<file path="src/rtl/cpu_pkg.sv">
// Shared types and constants for the instruction-fetch front end.
package cpu_pkg;

  typedef logic [31:0] word_t;

  typedef enum logic [1:0] {
    IDLE = 2'd0,
    REQ  = 2'd1,
    WAIT = 2'd2,
    HOLD = 2'd3
  } fetch_state_e;

  localparam word_t DEFAULT_PC_STEP  = 32'd4;
  localparam word_t DEFAULT_RESET_PC = 32'h0000_0000;

  // Branch targets are forced onto a word boundary before they reach the PC.
  function automatic word_t word_align(input word_t addr);
    return {addr[31:2], 2'b00};
  endfunction

endpackage

</file>
<file path="src/rtl/fetch_skid_buffer.sv">
// One-entry holding register for a fetched word that arrived while IF/ID was
// still occupied; drained into IF/ID once decode frees the slot.
module fetch_skid_buffer
  import cpu_pkg::*;
(
  input  logic  clk_i,
  input  logic  rst_ni,
  input  logic  load_i,
  input  logic  unload_i,
  input  logic  flush_i,
  input  word_t instr_i,
  input  word_t pcplus4_i,
  output logic  valid_o,
  output word_t instr_o,
  output word_t pcplus4_o
);

  logic  valid_q,   valid_d;
  word_t instr_q,   instr_d;
  word_t pcplus4_q, pcplus4_d;

  always_comb begin
    valid_d   = valid_q;
    instr_d   = instr_q;
    pcplus4_d = pcplus4_q;
    // A flush from a taken branch beats any same-cycle load.
    if (flush_i) begin
      valid_d = 1'b0;
    end else if (load_i) begin
      valid_d   = 1'b1;
      instr_d   = instr_i;
      pcplus4_d = pcplus4_i;
    end else if (unload_i) begin
      valid_d = 1'b0;
    end
  end

  always_ff @(posedge clk_i or negedge rst_ni) begin
    if (!rst_ni) begin
      valid_q   <= 1'b0;
      instr_q   <= '0;
      pcplus4_q <= '0;
    end else begin
      valid_q   <= valid_d;
      instr_q   <= instr_d;
      pcplus4_q <= pcplus4_d;
    end
  end

  assign valid_o   = valid_q;
  assign instr_o   = instr_q;
  assign pcplus4_o = pcplus4_q;

endmodule

</file>
<file path="src/rtl/fetch_pc_stage.sv">
// Fetch stage: owns the PC, issues one instruction-memory request at a time and
// fills the IF/ID slot; taken branches redirect the PC and squash in-flight work.
module fetch_pc_stage
  import cpu_pkg::*;
#(
  parameter word_t RESET_PC = DEFAULT_RESET_PC,
  parameter word_t PC_STEP  = DEFAULT_PC_STEP
) (
  input  logic  Clk,
  input  logic  ResetN,
  input  logic  BranchTaken,
  input  word_t BranchTarget,
  output logic  ImemReqValid,
  output word_t ImemReqAddr,
  input  logic  ImemReqReady,
  input  logic  ImemRspValid,
  input  word_t ImemRspData,
  output logic  IfIdValid,
  output word_t IfIdInstr,
  output word_t IfIdPcPlus4,
  input  logic  IfIdReady,
  output logic  TargetMisaligned
);

  fetch_state_e state_q, state_d;
  word_t        pc_q, pc_d;
  word_t        req_addr_q, req_addr_d;
  word_t        fetch_addr_q, fetch_addr_d;
  logic         drop_q, drop_d;
  logic         ifid_valid_q, ifid_valid_d;
  word_t        ifid_instr_q, ifid_instr_d;
  word_t        ifid_pcplus4_q, ifid_pcplus4_d;
  logic         misaligned_q, misaligned_d;

  logic         skid_load, skid_unload, skid_flush;
  logic         skid_valid;
  word_t        skid_instr, skid_pcplus4;
  word_t        rsp_pcplus4;

  assign rsp_pcplus4 = fetch_addr_q + PC_STEP;

  fetch_skid_buffer u_skid (
    .clk_i     (Clk),
    .rst_ni    (ResetN),
    .load_i    (skid_load),
    .unload_i  (skid_unload),
    .flush_i   (skid_flush),
    .instr_i   (ImemRspData),
    .pcplus4_i (rsp_pcplus4),
    .valid_o   (skid_valid),
    .instr_o   (skid_instr),
    .pcplus4_o (skid_pcplus4)
  );

  always_comb begin
    state_d        = state_q;
    pc_d           = pc_q;
    fetch_addr_d   = fetch_addr_q;
    drop_d         = drop_q;
    ifid_valid_d   = ifid_valid_q;
    ifid_instr_d   = ifid_instr_q;
    ifid_pcplus4_d = ifid_pcplus4_q;
    misaligned_d   = 1'b0;
    skid_load      = 1'b0;
    skid_unload    = 1'b0;
    skid_flush     = 1'b0;

    if (ifid_valid_q && IfIdReady) begin
      ifid_valid_d = 1'b0;
    end

    unique case (state_q)
      IDLE: state_d = REQ;
      REQ: begin
        if (ImemReqReady) begin
          fetch_addr_d = req_addr_q;
          // With Drop set the PC already holds the redirect target, which is
          // what must be fetched next, so it is not advanced.
          pc_d    = drop_q ? pc_q : pc_q + PC_STEP;
          state_d = WAIT;
        end
      end
      WAIT: begin
        if (ImemRspValid) begin
          if (drop_q) begin
            drop_d  = 1'b0;
            state_d = REQ;
          end else if (!ifid_valid_q || IfIdReady) begin
            ifid_valid_d   = 1'b1;
            ifid_instr_d   = ImemRspData;
            ifid_pcplus4_d = rsp_pcplus4;
            state_d        = REQ;
          end else begin
            skid_load = 1'b1;
            state_d   = HOLD;
          end
        end
      end
      HOLD: begin
        if (IfIdReady && skid_valid) begin
          ifid_valid_d   = 1'b1;
          ifid_instr_d   = skid_instr;
          ifid_pcplus4_d = skid_pcplus4;
          skid_unload    = 1'b1;
          state_d        = REQ;
        end
      end
    endcase

    if (BranchTaken) begin
      pc_d           = word_align(BranchTarget);
      misaligned_d   = (BranchTarget[1:0] != 2'b00);
      ifid_valid_d   = 1'b0;
      ifid_instr_d   = ifid_instr_q;
      ifid_pcplus4_d = ifid_pcplus4_q;
      skid_load      = 1'b0;
      skid_unload    = 1'b0;
      skid_flush     = 1'b1;
      unique case (state_q)
        REQ:  drop_d = 1'b1;
        WAIT: begin
          if (ImemRspValid) begin
            drop_d  = 1'b0;
            state_d = REQ;
          end else begin
            drop_d = 1'b1;
          end
        end
        HOLD:    state_d = REQ;
        default: ;
      endcase
    end
  end

  // A pending request keeps its address even if the PC is redirected under it.
  assign req_addr_d = (state_q == REQ && !ImemReqReady) ? req_addr_q : pc_d;

  always_ff @(posedge Clk or negedge ResetN) begin
    if (!ResetN) begin
      state_q        <= IDLE;
      pc_q           <= RESET_PC;
      req_addr_q     <= RESET_PC;
      fetch_addr_q   <= RESET_PC;
      drop_q         <= 1'b0;
      ifid_valid_q   <= 1'b0;
      ifid_instr_q   <= '0;
      ifid_pcplus4_q <= '0;
      misaligned_q   <= 1'b0;
    end else begin
      state_q        <= state_d;
      pc_q           <= pc_d;
      req_addr_q     <= req_addr_d;
      fetch_addr_q   <= fetch_addr_d;
      drop_q         <= drop_d;
      ifid_valid_q   <= ifid_valid_d;
      ifid_instr_q   <= ifid_instr_d;
      ifid_pcplus4_q <= ifid_pcplus4_d;
      misaligned_q   <= misaligned_d;
    end
  end

  assign ImemReqValid     = (state_q == REQ);
  assign ImemReqAddr      = req_addr_q;
  assign IfIdValid        = ifid_valid_q;
  assign IfIdInstr        = ifid_instr_q;
  assign IfIdPcPlus4      = ifid_pcplus4_q;
  assign TargetMisaligned = misaligned_q;

endmodule

</file>
<file path="config.mk">
export PLATFORM = sky130hd
export DESIGN_NAME = fetch_pc_stage
export DESIGN_NICKNAME = d
export VERILOG_FILES = /design/src/rtl/cpu_pkg.sv /design/src/rtl/fetch_skid_buffer.sv /design/src/rtl/fetch_pc_stage.sv
export SDC_FILE = /design/constraint.sdc
export NUM_CORES = 1
export LEC_CHECK = 0
export ABC_AREA = 1
export BUFFER_PORTS_ARGS = -buffer_cell sky130_fd_sc_hd__buf_2
export CAP_MARGIN = 20
export CORE_MARGIN = 4
export CORE_UTILIZATION = 52
export CTS_BUF_LIST = sky130_fd_sc_hd__clkbuf_16
export DETAILED_ROUTE_END_ITERATION = 10
export PLACE_DENSITY_LB_ADDON = 0.2
export SYNTH_ARGS = -nofsm -noshare
export SYNTH_HDL_FRONTEND = slang
export SYNTH_SLANG_ARGS = --single-unit
</file>
<file path="constraint.sdc">
create_clock -name Clk -period 1.95 [get_ports Clk]
set_clock_uncertainty 0.1 [all_clocks]
set_input_delay 0.39 -clock Clk [delete_from_list [all_inputs] [get_ports Clk]]
set_output_delay 0.39 -clock Clk [all_outputs]
set_load 0.01 [all_outputs]
</file>
# Yosys cells after proc, flatten, opt, wreduce, memory -nomap -nowiden
# Index checks and enable logic that the tools add are counted.
# totals
output_inout_bits	99
ff_bits	230
input_bits	70
elab_cells	84
# classes
mux	48
eq_ne	7
add_sub_neg	2
n_reduce_logical	13
bitwise	2
# ops
cell	n
$mux W32	12
$pmux W32 S2	2
$add A32 B3 Y32 const B	2
$mux W1	23
$mux W2	7
$ne A2 B2 Y1 const B	4
$pmux W2 S4	1
$reduce_and A6 Y1	1
$eq A2 B2 Y1 const B	2
$pmux W1 S2	2
$pmux W2 S2	1
$reduce_and A2 Y1	2
$reduce_bool A2 Y1	2
$logic_and A1 B1 Y1	3
$reduce_bool A3 Y1	1
$eq A2 B1 Y1 const B	1
$logic_not A1 Y1	2
$logic_not A2 Y1	1
$not A1 Y1	2
$logic_or A1 B1 Y1	1

# Depth between registers and ports, before layout
# logic_depth
word_depth	9
depth_mapped	13
ltp_nobuf	12

# Hierarchy
# From an unflattened synthesis, not the netlist that was laid out.
# hier_totals
hier_cells	1455
area_unflattened_um2	11322.1
# modules_own_cells
mod	instances	seq_area_each_um2	cells_each	area_each_um2
fetch_pc_stage	1	4129.0	1172	8734.6
fetch_skid_buffer	1	1626.6	283	2587.5

# Worst setup path before layout
# No wires, ideal clock.
# synth_path
path_type	flip-flop to flip-flop
start	register state_q[1]
end	register req_addr_q[11] (netlist: ImemReqAddr[11])
path_slack_ns	0.007
period_less_slack_ns	1.943
path_buffers	1
t_arrival_ns	1.717
t_required_ns	1.724
setup_time_ns	0.126
path_stages_with_launch	12
path_cell_list	dfrtp_1 > inv_1 > ha_1 > nand2_2 > nor2_4 > nand3_2 > nor2_2 > buf_4 > xor2_1 > nand2_1 > nand3_1 > o21ai_1
# synth_via
elab_chain_cells	3
word_cells_on_any_way	4
classes_between	1 x eq/ne; 2 x mux; 1 x reduce/logical
# synth_rtl
element	line_no	rtl
start, declared	fetch_pc_stage.sv:25	fetch_state_e state_q, state_d;
start signal, assigned	fetch_pc_stage.sv:150	state_q <= state_d;
$eq A2 B1 Y1 *	-	
net ImemReqValid	fetch_pc_stage.sv:13	output logic ImemReqValid,
$mux W32	fetch_pc_stage.sv:72	unique case (state_q)
$mux W32	fetch_pc_stage.sv:110	if (BranchTaken) begin
end signal, assigned	fetch_pc_stage.sv:152	req_addr_q <= req_addr_d;
end, declared	fetch_pc_stage.sv:27	word_t req_addr_q, req_addr_d;
# Mark *: on every way through the listed nets, which the timed path passes. The rest lies on a longest branch.
# A chain may end at the register's enable or synchronous reset.

# Worst setup path in the final report
# layout_path
start	register state_q[0]
end	register ifid_instr_q[15] (netlist: IfIdInstr[15])
# layout_via
elab_chain_cells	3
word_cells_on_any_way	9
classes_between	6 x eq/ne; 1 x mux; 2 x reduce/logical
# layout_rtl
element	line_no	rtl
$eq A2 B2 Y1	fetch_pc_stage.sv:72	
$ne A2 B2 Y1 (no source line) or $reduce_bool A2 Y1 (tied branches)	-	
$reduce_and A6 Y1 (no source line)	-	
end signal, assigned	fetch_pc_stage.sv:156	ifid_instr_q <= ifid_instr_d;
end, declared	fetch_pc_stage.sv:31	word_t ifid_instr_q, ifid_instr_d;
# Parallel ways exist; a longest one is shown, timed or not.

==> run_summary.xml <==
<?xml version="1.0" encoding="UTF-8"?>
<metrics>
  <group name="grt">
    <metric name="grt_overflow" unit="">0</metric>
    <metric name="initial_antenna_violation_count" unit="">0</metric>
    <metric name="grt_max_degree" unit="">70</metric>
    <metric name="grt.total_usage" unit="">0.257</metric>
    <metric name="via_count_of_the_first_global_routing_pass" unit="">9885</metric>
    <metric name="grt_pass1_wl" unit="um">50300</metric>
  </group>
  <group name="sta">
    <metric name="period_minus_slack" unit="ns">2.04</metric>
    <metric name="rsz0062_at_grt" unit="">true</metric>
    <metric name="timing.slew.headroom" unit="">0.502</metric>
    <metric name="timing_worst_slew_pin_value" unit="ns">0.747</metric>
    <metric name="hold_violations" unit="">0</metric>
    <metric name="post-route-period-util" unit="">1.04</metric>
    <metric name="setup_violations" unit="">8</metric>
    <metric name="clock.fmax" unit="GHz">0.491</metric>
    <metric name="layout_setup_ws" unit="ns">-0.0867</metric>
    <metric name="final_max_slew_viol_count" unit="">0</metric>
  </group>
  <group name="drt">
    <metric name="ant_nets" unit="">0</metric>
    <metric name="routed_wirelength" unit="um">32500</metric>
    <metric name="detailedRoute.firstPassIterationCount" unit="">5</metric>
    <metric name="iter_0_drt_violations" unit="">652</metric>
    <metric name="via_count" unit="">10300</metric>
    <metric name="post_drt_wl_per_cell" unit="um">16.6</metric>
    <metric name="drt_drc_violations_left" unit="">0</metric>
    <metric name="avgViaCountPerCell" unit="">5.26</metric>
  </group>
  <group name="placed_design">
    <metric name="place_inst" unit="">1862</metric>
    <metric name="post_dp_cell_area" unit="sq um">12700</metric>
    <metric name="post-dp-hpwl" unit="um">21200</metric>
    <metric name="finalWeightedCongestion" unit="">0.942</metric>
    <metric name="port-buffer-count" unit="">168</metric>
  </group>
  <group name="synth">
    <metric name="synth-async-reset-ratio" unit="">1.00</metric>
    <metric name="post_synth.cell_area_avg" unit="sq um">7.88</metric>
    <metric name="synthesized_netlist_cell_count" unit="">1416</metric>
    <metric name="ys_seq_elements" unit="">230</metric>
    <metric name="synth-adder-area-share" unit="">0.00785</metric>
    <metric name="dominantRegCellSynth" unit="">sky130_fd_sc_hd__dfrtp_1</metric>
    <metric name="synthDistinctLibCells" unit="">41</metric>
    <metric name="main_combinational_cell_family_by_area_after_synthesis" unit="">simple AND/OR/NAND/NOR gates</metric>
    <metric name="portion_of_netlist_area_occupied_by_mux_cells" unit="">0</metric>
    <metric name="yosys_warnings" unit="">0</metric>
    <metric name="synth_edf_count" unit="">0</metric>
    <metric name="synthesis.nets" unit="">1493</metric>
    <metric name="synth_xor_xnor_area_share" unit="">0.0188</metric>
    <metric name="synth_compound_area_frac" unit="">0.0900</metric>
    <metric name="seq_area_frac_synth" unit="">0.516</metric>
    <metric name="synth_area" unit="sq um">11200</metric>
    <metric name="yosys.area_share.simple" unit="">0.302</metric>
  </group>
  <group name="die">
    <metric name="num_rows" unit="">53</metric>
    <metric name="core_area" unit="sq um">21100</metric>
    <metric name="design.portCount" unit="">169</metric>
    <metric name="die-width" unit="um">155</metric>
    <metric name="vertical_die_dimension" unit="um">155</metric>
    <metric name="initial_core_util" unit="">0.529</metric>
    <metric name="die-area" unit="sq um">23900</metric>
  </group>
  <group name="layout">
    <metric name="layout.cells.most_common_list" unit="">sky130_fd_sc_hd__nand2_1, sky130_fd_sc_hd__dfrtp_1, sky130_fd_sc_hd__buf_2</metric>
    <metric name="areaGrowthSynthToFinish" unit="%">31.5</metric>
    <metric name="drive_gt1_frac" unit="">0.272</metric>
    <metric name="final_common_cell" unit="">sky130_fd_sc_hd__nand2_1</metric>
    <metric name="final_nets" unit="">1744</metric>
    <metric name="finalInstanceArea" unit="sq um">14700</metric>
    <metric name="antenna_cells" unit="">0</metric>
    <metric name="finish.cell_count_without_fillers" unit="">1960</metric>
  </group>
  <group name="worst_setup_path">
    <metric name="end_kind" unit="">register</metric>
    <metric name="cp.required" unit="ns">2.25</metric>
    <metric name="critPathCapture" unit="">IfIdInstr[15]</metric>
    <metric name="worstSetupStartpoint" unit="">state_q[0]</metric>
    <metric name="regToRegStartpoint" unit="">state_q[0]</metric>
    <metric name="critPathMaxFanout" unit="">5</metric>
    <metric name="crit_arrival" unit="ns">2.34</metric>
    <metric name="rr_endpoint" unit="">IfIdInstr[15]</metric>
    <metric name="crit_path_kind" unit="">register to register</metric>
    <metric name="cp_startpoint_kind" unit="">register</metric>
    <metric name="reg2reg_slack" unit="ns">-0.09</metric>
    <metric name="cells_on_worst_reg2reg_path" unit="">11</metric>
  </group>
  <group name="power">
    <metric name="p_per_area" unit="nW/um^2">1200</metric>
    <metric name="p_leak" unit="nW">7.42</metric>
    <metric name="power.total" unit="W">0.0176</metric>
    <metric name="vdd.ir_drop.worst" unit="uV">945</metric>
  </group>
  <group name="clocking">
    <metric name="clk_root_buffer_cell" unit="">sky130_fd_sc_hd__clkbuf_16</metric>
    <metric name="clock_insertion_delay_worst_skew" unit="ns">0.51</metric>
    <metric name="tritoncts" unit="">built</metric>
    <metric name="ctsHtreeMaxLevel" unit="">1</metric>
    <metric name="cts_made_buffers" unit="">25</metric>
    <metric name="worst_setup_hold_path_clk_slew" unit="ns">0.06</metric>
    <metric name="cts_num_sinks" unit="">230</metric>
    <metric name="cts_max_path_buffers" unit="">3</metric>
  </group>
  <group name="hold_path">
    <metric name="min_path_type" unit="">input port to register</metric>
    <metric name="whs_path_depth" unit="">3</metric>
  </group>
  <group name="status">
    <metric name="failed_checks" unit="">setup timing</metric>
    <metric name="outcome" unit="">finished with violations</metric>
  </group>
  <group name="flow_run">
    <metric name="maxCapViolations" unit="">0</metric>
  </group>
</metrics>
## worst min-delay path by stage
stage / to / start
2_1_floorplan: IfIdInstr[0] / ResetN
3_3_place_gp: IfIdInstr[5] / ResetN
3_5_place_dp: IfIdInstr[0] / ResetN
4_1_cts: pc_q[28] / BranchTarget[28]
5_1_grt: u_skid.instr_o[5] / ImemRspData[5]
6_report: pc_q[28] / BranchTarget[28]
## per-stage QoR
stage | TNS [ns] | worst slack (ns) | util | hold WS [ns]
after floorplan | 0 | 0.00733 | - | -0.00559
after global placement | 0 | 0.00107 | 0.603 | 0.252
after detailed placement | -1.84 | -0.0612 | 0.603 | 0.247
after CTS | -0.0748 | -0.0223 | 0.669 | 0.000149
after global routing | -3.86 | -0.120 | 0.696 | 0.00305
final | -0.143 | -0.0867 | 0.696 | 0.0128
## synthesized netlist by cell type, types with 7 or more instances
cell type | n | area share
sky130_fd_sc_hd__a21oi_1 | 35 | 0.016
sky130_fd_sc_hd__a31oi_1 | 39 | 0.022
sky130_fd_sc_hd__buf_2 | 17 | 0.0076
sky130_fd_sc_hd__clkbuf_1 | 33 | 0.011
sky130_fd_sc_hd__dfrtp_1 | 230 | 0.52
sky130_fd_sc_hd__ha_1 | 7 | 0.0078
sky130_fd_sc_hd__inv_1 | 104 | 0.035
sky130_fd_sc_hd__nand2_1 | 538 | 0.18
sky130_fd_sc_hd__nand3_1 | 74 | 0.033
sky130_fd_sc_hd__nand4_1 | 12 | 0.0067
sky130_fd_sc_hd__nor2_1 | 124 | 0.042
sky130_fd_sc_hd__nor2_2 | 7 | 0.0039
sky130_fd_sc_hd__nor2_4 | 7 | 0.0071
sky130_fd_sc_hd__nor3_1 | 7 | 0.0031
sky130_fd_sc_hd__o21ai_0 | 70 | 0.031
sky130_fd_sc_hd__o21ai_1 | 12 | 0.0054
sky130_fd_sc_hd__or2_2 | 13 | 0.0073
sky130_fd_sc_hd__xor2_1 | 18 | 0.014
## where the power goes
| group | switching, W | internal, W | leakage, nW |
|---|---|---|---|
| combinational | 0.00348 | 0.00246 | 4.19 |
| clock | 0.00193 | 0.00246 | 0.372 |
| sequential | 0.00114 | 0.00608 | 2.85 |
| total | 0.00656 | 0.0110 | 7.42 |
## routing by layer
metal	vias up	GRT usage	wire, um
li1	4999	-	-
met1	4904	0.352	14000
met2	334	0.434	15900
met3	65	0.0330	1650
met4	0	0.0711	869
met5	-	0	0
## flip-flops by register name, summed over array words and instances, names as in the netlist, 2 cells and up
signal            flops
IfIdPcPlus4          32
ImemReqAddr          32
u_skid.instr_o       32
pc_q                 32
IfIdInstr            32
state_q               2
fetch_addr_q         32
u_skid.pcplus4_o     32
## area by class of cell
type	count	area [sq um]
clock buffer	25	626
multi-input combinational	1014	5180
fill	1655	6410
sequential	230	5760
clock inverter	20	121
inverter	110	420
tap	275	344
timing repair buffer	286	2230
## kinds of logic after synthesis
kind of cell / count (synthesis)
buf+inv: 172
flops: 230
simple gates: 804
compound gates: 179
xor+xnor: 24
fa+ha+maj: 7
## critical path, stage by stage, from the launching register on
cell	delay (ns)
sky130_fd_sc_hd__dfrtp_1	0.41
sky130_fd_sc_hd__buf_4	0.15
sky130_fd_sc_hd__ha_4	0.15
sky130_fd_sc_hd__inv_2	0.07
sky130_fd_sc_hd__a21oi_1	0.06
sky130_fd_sc_hd__nor2_1	0.17
sky130_fd_sc_hd__nand2_4	0.10
sky130_fd_sc_hd__inv_6	0.10
sky130_fd_sc_hd__buf_12	0.14
sky130_fd_sc_hd__buf_4	0.15
sky130_fd_sc_hd__nor2_1	0.05
sky130_fd_sc_hd__a31oi_1	0.24
## repair_timing
action | 4_1_cts | 5_1_grt
hold buffers | 21 | 0
endpoints found under the hold margin | 67 | 0
buffers inserted | 19 | 4
pin swaps | 13 | 54
endpoints found under the setup margin | 79 | 161
cloned | 4 | 6
resized for setup | 32 | 132
Note: power is estimated with default switching activity, not from simulation.
